<file path="config.mk">
export PLATFORM = sky130hd
export DESIGN_NAME = cntr8_ctrl_flat
export DESIGN_NICKNAME = d
export VERILOG_FILES = /design/src/rtl/cntr8_pkg.sv /design/src/rtl/cntr8_ctrl_if.sv /design/src/rtl/cntr8_ns.sv /design/src/rtl/cntr8_ctrl.sv /design/src/flat_wrapper.sv
export SDC_FILE = /design/constraint.sdc
export NUM_CORES = 1
export LEC_CHECK = 0
export CAP_MARGIN = 20
export CORE_AREA = 2 2 39 41
export DETAILED_ROUTE_END_ITERATION = 10
export DIE_AREA = 0 0 41 43
export GPL_TIMING_DRIVEN = 0
export PLACE_DENSITY_LB_ADDON = 0.05
export SYNTH_ARGS = -nofsm -noshare
export SYNTH_HDL_FRONTEND = slang
export SYNTH_SLANG_ARGS = --single-unit
</file>
<file path="constraint.sdc">
create_clock -name clk -period 1.45 [get_ports clk]
set_input_delay 0.29 -clock clk [delete_from_list [all_inputs] [get_ports clk]]
set_output_delay 0.29 -clock clk [all_outputs]
set_load 0.1 [all_outputs]
</file>
<file path="src/rtl/cntr8_pkg.sv">
// Shared types and constants for the cntr8 up/down counter stage.
package cntr8_pkg;

  localparam int unsigned CNTR_W = 3;
  localparam logic [CNTR_W-1:0] CNTR_MAX = 3'd7;

  // Controller state: IDLE when the last edge did not step the counter.
  typedef enum logic [1:0] {
    ST_IDLE = 2'b00,
    ST_UP   = 2'b01,
    ST_DOWN = 2'b10
  } state_e;

endpackage

</file>
<file path="src/rtl/cntr8_ctrl_if.sv">
// Control/status bundle for cntr8_ctrl: load/step requests in, count and flags out.
interface cntr8_ctrl_if;
  import cntr8_pkg::*;

  logic              load;
  logic [CNTR_W-1:0] d_in;
  logic              inc;
  logic              dec;
  logic [CNTR_W-1:0] q;
  logic              dir;
  logic              wrap;
  logic              busy;

  modport master (
    output load, d_in, inc, dec,
    input  q, dir, wrap, busy
  );

  modport slave (
    input  load, d_in, inc, dec,
    output q, dir, wrap, busy
  );

endinterface

</file>
<file path="src/rtl/cntr8_ns.sv">
// Combinational next-state logic for the cntr8 counter stage.
// Optional saturation (no wrap-around) is selected with macro CNTR8_SAT_EN.
module cntr8_ns
  import cntr8_pkg::*;
#(
  parameter bit WRAP_PULSE = 1'b1
) (
  input  logic [CNTR_W-1:0] q,
  input  logic              dir,
  input  logic              load,
  input  logic [CNTR_W-1:0] d_in,
  input  logic              inc,
  input  logic              dec,
  output logic [CNTR_W-1:0] next_q,
  output logic              next_dir,
  output logic              next_wrap,
  output state_e            next_state
);

  // Priority: load, then inc&dec cancel, then inc, then dec, else hold.
  always_comb begin
    next_q     = q;
    next_dir   = dir;
    next_wrap  = 1'b0;
    next_state = ST_IDLE;
    if (load) begin
      next_q = d_in;
    end else if (inc && dec) begin
      next_q = q;
    end else if (inc) begin
      next_dir = 1'b1;
`ifdef CNTR8_SAT_EN
      // Blocked step at the top: hold and report idle.
      if (q != CNTR_MAX) begin
        next_q     = q + 3'd1;
        next_state = ST_UP;
      end
`else
      next_q     = q + 3'd1;
      next_wrap  = WRAP_PULSE && (q == CNTR_MAX);
      next_state = ST_UP;
`endif
    end else if (dec) begin
      next_dir = 1'b0;
`ifdef CNTR8_SAT_EN
      // Blocked step at the bottom: hold and report idle.
      if (q != '0) begin
        next_q     = q - 3'd1;
        next_state = ST_DOWN;
      end
`else
      next_q     = q - 3'd1;
      next_wrap  = WRAP_PULSE && (q == '0);
      next_state = ST_DOWN;
`endif
    end
  end

endmodule

</file>
<file path="src/rtl/cntr8_ctrl.sv">
// 3-bit up/down counter stage with synchronous load, direction tracking and
// a one-cycle wrap pulse. All outputs come straight from flops.
// Macro CNTR8_SAT_EN selects saturating instead of modulo-8 counting.
module cntr8_ctrl
  import cntr8_pkg::*;
#(
  parameter logic [CNTR_W-1:0] RST_VAL    = 3'b000,
  parameter bit                WRAP_PULSE = 1'b1
) (
  input logic         clk,
  input logic         reset_n,
  cntr8_ctrl_if.slave bus
);

  logic [CNTR_W-1:0] count_q, count_d;
  logic              dir_q, dir_d;
  logic              wrap_q, wrap_d;
  state_e            state_q, state_d;

  cntr8_ns #(
    .WRAP_PULSE (WRAP_PULSE)
  ) u_ns (
    .q          (count_q),
    .dir        (dir_q),
    .load       (bus.load),
    .d_in       (bus.d_in),
    .inc        (bus.inc),
    .dec        (bus.dec),
    .next_q     (count_d),
    .next_dir   (dir_d),
    .next_wrap  (wrap_d),
    .next_state (state_d)
  );

  // Count, direction, wrap flag and FSM state; reset wins asynchronously.
  always_ff @(posedge clk or negedge reset_n) begin
    if (!reset_n) begin
      count_q <= RST_VAL;
      dir_q   <= 1'b1;
      wrap_q  <= 1'b0;
      state_q <= ST_IDLE;
    end else begin
      count_q <= count_d;
      dir_q   <= dir_d;
      wrap_q  <= wrap_d;
      state_q <= state_d;
    end
  end

  // Outputs are direct flop values; busy decodes the registered state.
  always_comb begin
    bus.q    = count_q;
    bus.dir  = dir_q;
    bus.wrap = wrap_q;
    bus.busy = (state_q != ST_IDLE);
  end

endmodule
</file>
<file path="src/flat_wrapper.sv">
// flat-port wrapper written by rule: the top's interface ports become plain ports
module cntr8_ctrl_flat import cntr8_pkg::*;
#(
  parameter logic [CNTR_W-1:0] RST_VAL    = 3'b000,
  parameter bit                WRAP_PULSE = 1'b1
)
  (clk, reset_n, bus_load, bus_d_in, bus_inc, bus_dec, bus_q, bus_dir, bus_wrap, bus_busy);
  cntr8_ctrl_if bus_i ();
  input logic clk;
  input logic reset_n;
  input wire logic [$bits(bus_i.load)-1:0] bus_load;
  input wire logic [$bits(bus_i.d_in)-1:0] bus_d_in;
  input wire logic [$bits(bus_i.inc)-1:0] bus_inc;
  input wire logic [$bits(bus_i.dec)-1:0] bus_dec;
  output wire logic [$bits(bus_i.q)-1:0] bus_q;
  output wire logic [$bits(bus_i.dir)-1:0] bus_dir;
  output wire logic [$bits(bus_i.wrap)-1:0] bus_wrap;
  output wire logic [$bits(bus_i.busy)-1:0] bus_busy;
  assign bus_i.load = bus_load;
  assign bus_i.d_in = bus_d_in;
  assign bus_i.inc = bus_inc;
  assign bus_i.dec = bus_dec;
  assign bus_q = bus_i.q;
  assign bus_dir = bus_i.dir;
  assign bus_wrap = bus_i.wrap;
  assign bus_busy = bus_i.busy;
  cntr8_ctrl #(.RST_VAL(RST_VAL), .WRAP_PULSE(WRAP_PULSE)) u_core (.clk(clk), .reset_n(reset_n), .bus(bus_i));
endmodule
</file>
==> impl_metrics.env, run 1 <==
export IMPL_io_buffers=13
export IMPL_pwr_share_comb=0.409
export IMPL_via_count=316
export IMPL_die_h_um=43
export IMPL_fmax_mhz=637
export IMPL_drt_iter0_drc=0
export IMPL_p_clk_frac=0.249
export IMPL_hold_viol_final=0
export IMPL_power_density_mw_per_mm2=1290
export IMPL_post_place_ws_ps=-692
export IMPL_worstSetupPathType="flop to flop"
export IMPL_drc=0
export IMPL_grt_overflow=0
export IMPL_placed_area_um2=517
export IMPL_startpoint_type="flop"
export IMPL_cts_root_buf="clkbuf_4"
export IMPL_finClkSkew_ps=2.21
export IMPL_die_area_mm2=0.00176
export IMPL_ir_worst_vdd_v=0.000422
export IMPL_ios=14
export IMPL_clockBufferDepth=2
export IMPL_clock_sinks=7
export IMPL_drtPass1Iterations=1
export IMPL_syn_area_um2=357
export IMPL_seqPwrFrac=0.342
export IMPL_setup_ws_ps=-120
export IMPL_relSlewSlack=0.662
export IMPL_htree_levels=1
export IMPL_internal_power_mw=0.415
export IMPL_worst_path_max_delay_cell="dfrtp_4"
export IMPL_fin_util=0.401
export IMPL_tightest_slew_ps=512
export IMPL_rsz0062_at_grt="yes"
export IMPL_final_min_clock_period_ps=1570
export IMPL_drive_gt1_frac=0.364
export IMPL_rows=14
export IMPL_dpl_hpwl_um=588
export IMPL_track_usage=0.119
export IMPL_core_area_mm2=0.00138
export IMPL_cp_data_required_time_ps=1570
export IMPL_end_kind="flop"
export IMPL_synth_seq_cells=7
export IMPL_maxCapViolCount=0
export IMPL_ys_seq_area_frac=0.495
export IMPL_max_stage_delay_ps=490
export IMPL_fin_nets=65
export IMPL_fillCellCount=157
export IMPL_critPathMaxFanout=3
export IMPL_switching_share=0.420
export IMPL_start_util=0.258
export IMPL_violations="setup timing"
export IMPL_synth_nets=45
export IMPL_grt_antenna_before_repair=0
export IMPL_cp_buffers_inverters=0
export IMPL_power_leakage_nw=0.237
export IMPL_gp_congestion=0.697
export IMPL_stdcell_area_um2=554
export IMPL_critPathArrivalTime_ps=1690
export IMPL_synth_area_per_cell_um2=9.91
export IMPL_layout_commonest_cell="clkdlybuf4s50_1"
export IMPL_final_cell_mix="6 x clkdlybuf4s50_1, 5 x clkbuf_4, 4 x dfrtp_1"
export IMPL_outcome="complete, but fails checks"
export IMPL_crit_family="flip-flops"
export IMPL_drtAntennaViolNets=0
export IMPL_grt_max_degree=11
export IMPL_cts_hold_buf=0
export IMPL_grt_pass1_wl_mm=1.35
export IMPL_yosys_warnings=0
export IMPL_synth_distinct_cells=21
export IMPL_worstSkewPairLatency_ps=250
export IMPL_clk_pin_slew_worst_paths_ps=50
export IMPL_hold_path_class="primary input to async pin"
export IMPL_antenna_cells=0
export IMPL_syn_to_final_growth_pct=55.4
export IMPL_min_period_over_period=1.08
export IMPL_cp_cell_sequence="fa_2, or3b_4, a21oi_2, a311oi_2"
export IMPL_drt_vias_per_instance=4.45
export IMPL_synth_cells=36
export IMPL_wl_um=823
export IMPL_die_x_um=41
export IMPL_setup_violations=1
export IMPL_drt_wirelength_per_cell_um=11.6
export IMPL_power_switching_mw=0.301
export IMPL_cts_buffers=3
export IMPL_finalMaxSlewViolations=0
export IMPL_grt_pass1_vias=299
export IMPL_cts_tree="yes"
[metal layers]
layer	part of all wire	up-vias	global-route usage
li1	-	162	-
met1	0.44	141	0.159
met2	0.48	11	0.150
met3	0.070	2	0.0314
met4	0.011	0	0.100
met5	0	-	0
[cell type report]
type	instances	area [um^2]	area share
Inverter	2	7.51	0.0135
Buffer	1	3.75	0.00677
Sequential cell	7	184	0.332
Tap cell	16	20.0	0.0361
Multi-Input combinational cell	26	184	0.332
Timing Repair Buffer	15	129	0.233
Clock buffer	4	26.3	0.0474
[power groups by stage]
stage,clock network [mW],logic (mW),registers [mW]
finish,0.179,0.293,0.245
global route,0.205,0.312,0.250
CTS,0.187,0.261,0.250
detailed placement,0,0.278,0.253
global placement,0,0.275,0.252
floorplan,0,0.0688,0.381
[synth_stat cells]
master	instances	area, um^2
xor2_1	1	8.76
mux2i_1	1	10.0
a21oi_1	3	15.0
nand3b_1	1	7.51
xnor2_1	1	8.76
or3b_1	1	8.76
a311oi_1	1	8.76
inv_1	2	7.51
dfstp_2	1	26.3
dfrtp_1	6	150
or2_2	1	6.26
nand3_1	1	5.00
o21ai_0	4	20.0
clkbuf_1	1	3.75
nand2_1	2	7.51
fa_1	1	20.0
nor2_1	3	11.3
nand2b_1	2	12.5
nor3_1	1	5.00
or3_1	1	6.26
or4_1	1	7.51
[kinds of logic (layout without fill, tap and decap cells)]
logic type,count (synthesis),count (layout),share of synthesized area
AOI/OAI and AO/OA,8,8,0.123
xor gates and xnor gates,2,2,0.0491
adders and majority gates,1,1,0.0561
buffers and inverters,3,22,0.0316
DFF,7,7,0.495
muxes,1,1,0.0281
and+or+nand+nor,14,14,0.218
[worst reg2reg max path: cells and delay by family, from the launching register on]
family,cells,cell delay (ps)
adder cells (fa/ha/maj),1,360
AND/OR/NAND/NOR,1,390
flip-flops,1,490
AO/OA/AOI/OAI,2,200
[flip-flops by register name, summed over array words and instances (netlist names)]
signal	cells
u_core.bus.dir	1
u_core.bus.q	3
u_core.state_q	2
u_core.bus.wrap	1
[path summary, 6_finish.rpt]
check,cells after the start,to,from,slack [ps]
setup / recovery,4,u_core.bus.q[2]$_DFFE_PN0P_,u_core.bus.q[1]$_DFFE_PN0P_,-120
hold / removal,1,u_core.bus.q[1]$_DFFE_PN0P_,reset_n,300
setup reg to reg,4,u_core.bus.q[2]$_DFFE_PN0P_,u_core.bus.q[1]$_DFFE_PN0P_,-120
hold reg to reg,2,u_core.bus.dir$_DFFE_PN1P_,u_core.bus.dir$_DFFE_PN1P_,510
max in group asynchronous,1,u_core.bus.dir$_DFFE_PN1P_,reset_n,850
min in group clk,3,u_core.bus.dir$_DFFE_PN1P_,bus_inc,390
[per-stage QoR]
stage / cells / setup TNS (ps) / hold slack [ps] / power [mW]
2_1_floorplan: 36 / -362 / -5.59 / 0.450
5_1_grt: 71 / -178 / 327 / 0.767
3_5_place_dp: 65 / -3830 / 501 / 0.531
4_1_cts: 69 / -183 / 308 / 0.698
6_report: 71 / -120 / 304 / 0.716
3_3_place_gp: 65 / -3660 / 496 / 0.527
[what timing repair did]
item / 4_1_cts / 5_1_grt
buffers inserted: 0 / 2
setup endpoints to repair: 8 / 7
resized for setup: 31 / 10
cloned: 0 / 0
(Power assumes the default switching activity.)
==> run 2, diff against run 1 <==
--- a/config.mk
+++ b/config.mk
@@ -5,12 +5,12 @@
 export SDC_FILE = /design/constraint.sdc
 export NUM_CORES = 1
 export LEC_CHECK = 0
-export CAP_MARGIN = 20
 export CORE_AREA = 2 2 39 41
 export DETAILED_ROUTE_END_ITERATION = 10
 export DIE_AREA = 0 0 41 43
 export GPL_TIMING_DRIVEN = 0
 export PLACE_DENSITY_LB_ADDON = 0.05
+export SLEW_MARGIN = 20
 export SYNTH_ARGS = -nofsm -noshare
 export SYNTH_HDL_FRONTEND = slang
 export SYNTH_SLANG_ARGS = --single-unit
==> results of run 2 <==
Final layout, timing and power as in run 1 (identical DEF).
==> run 3, diff against run 2 <==
--- a/config.mk
+++ b/config.mk
@@ -6,6 +6,7 @@
 export NUM_CORES = 1
 export LEC_CHECK = 0
 export CORE_AREA = 2 2 39 41
+export CTS_CLUSTER_DIAMETER = 150
 export DETAILED_ROUTE_END_ITERATION = 10
 export DIE_AREA = 0 0 41 43
 export GPL_TIMING_DRIVEN = 0
==> results of run 3 <==
Final layout, timing and power as in run 1 (identical DEF).
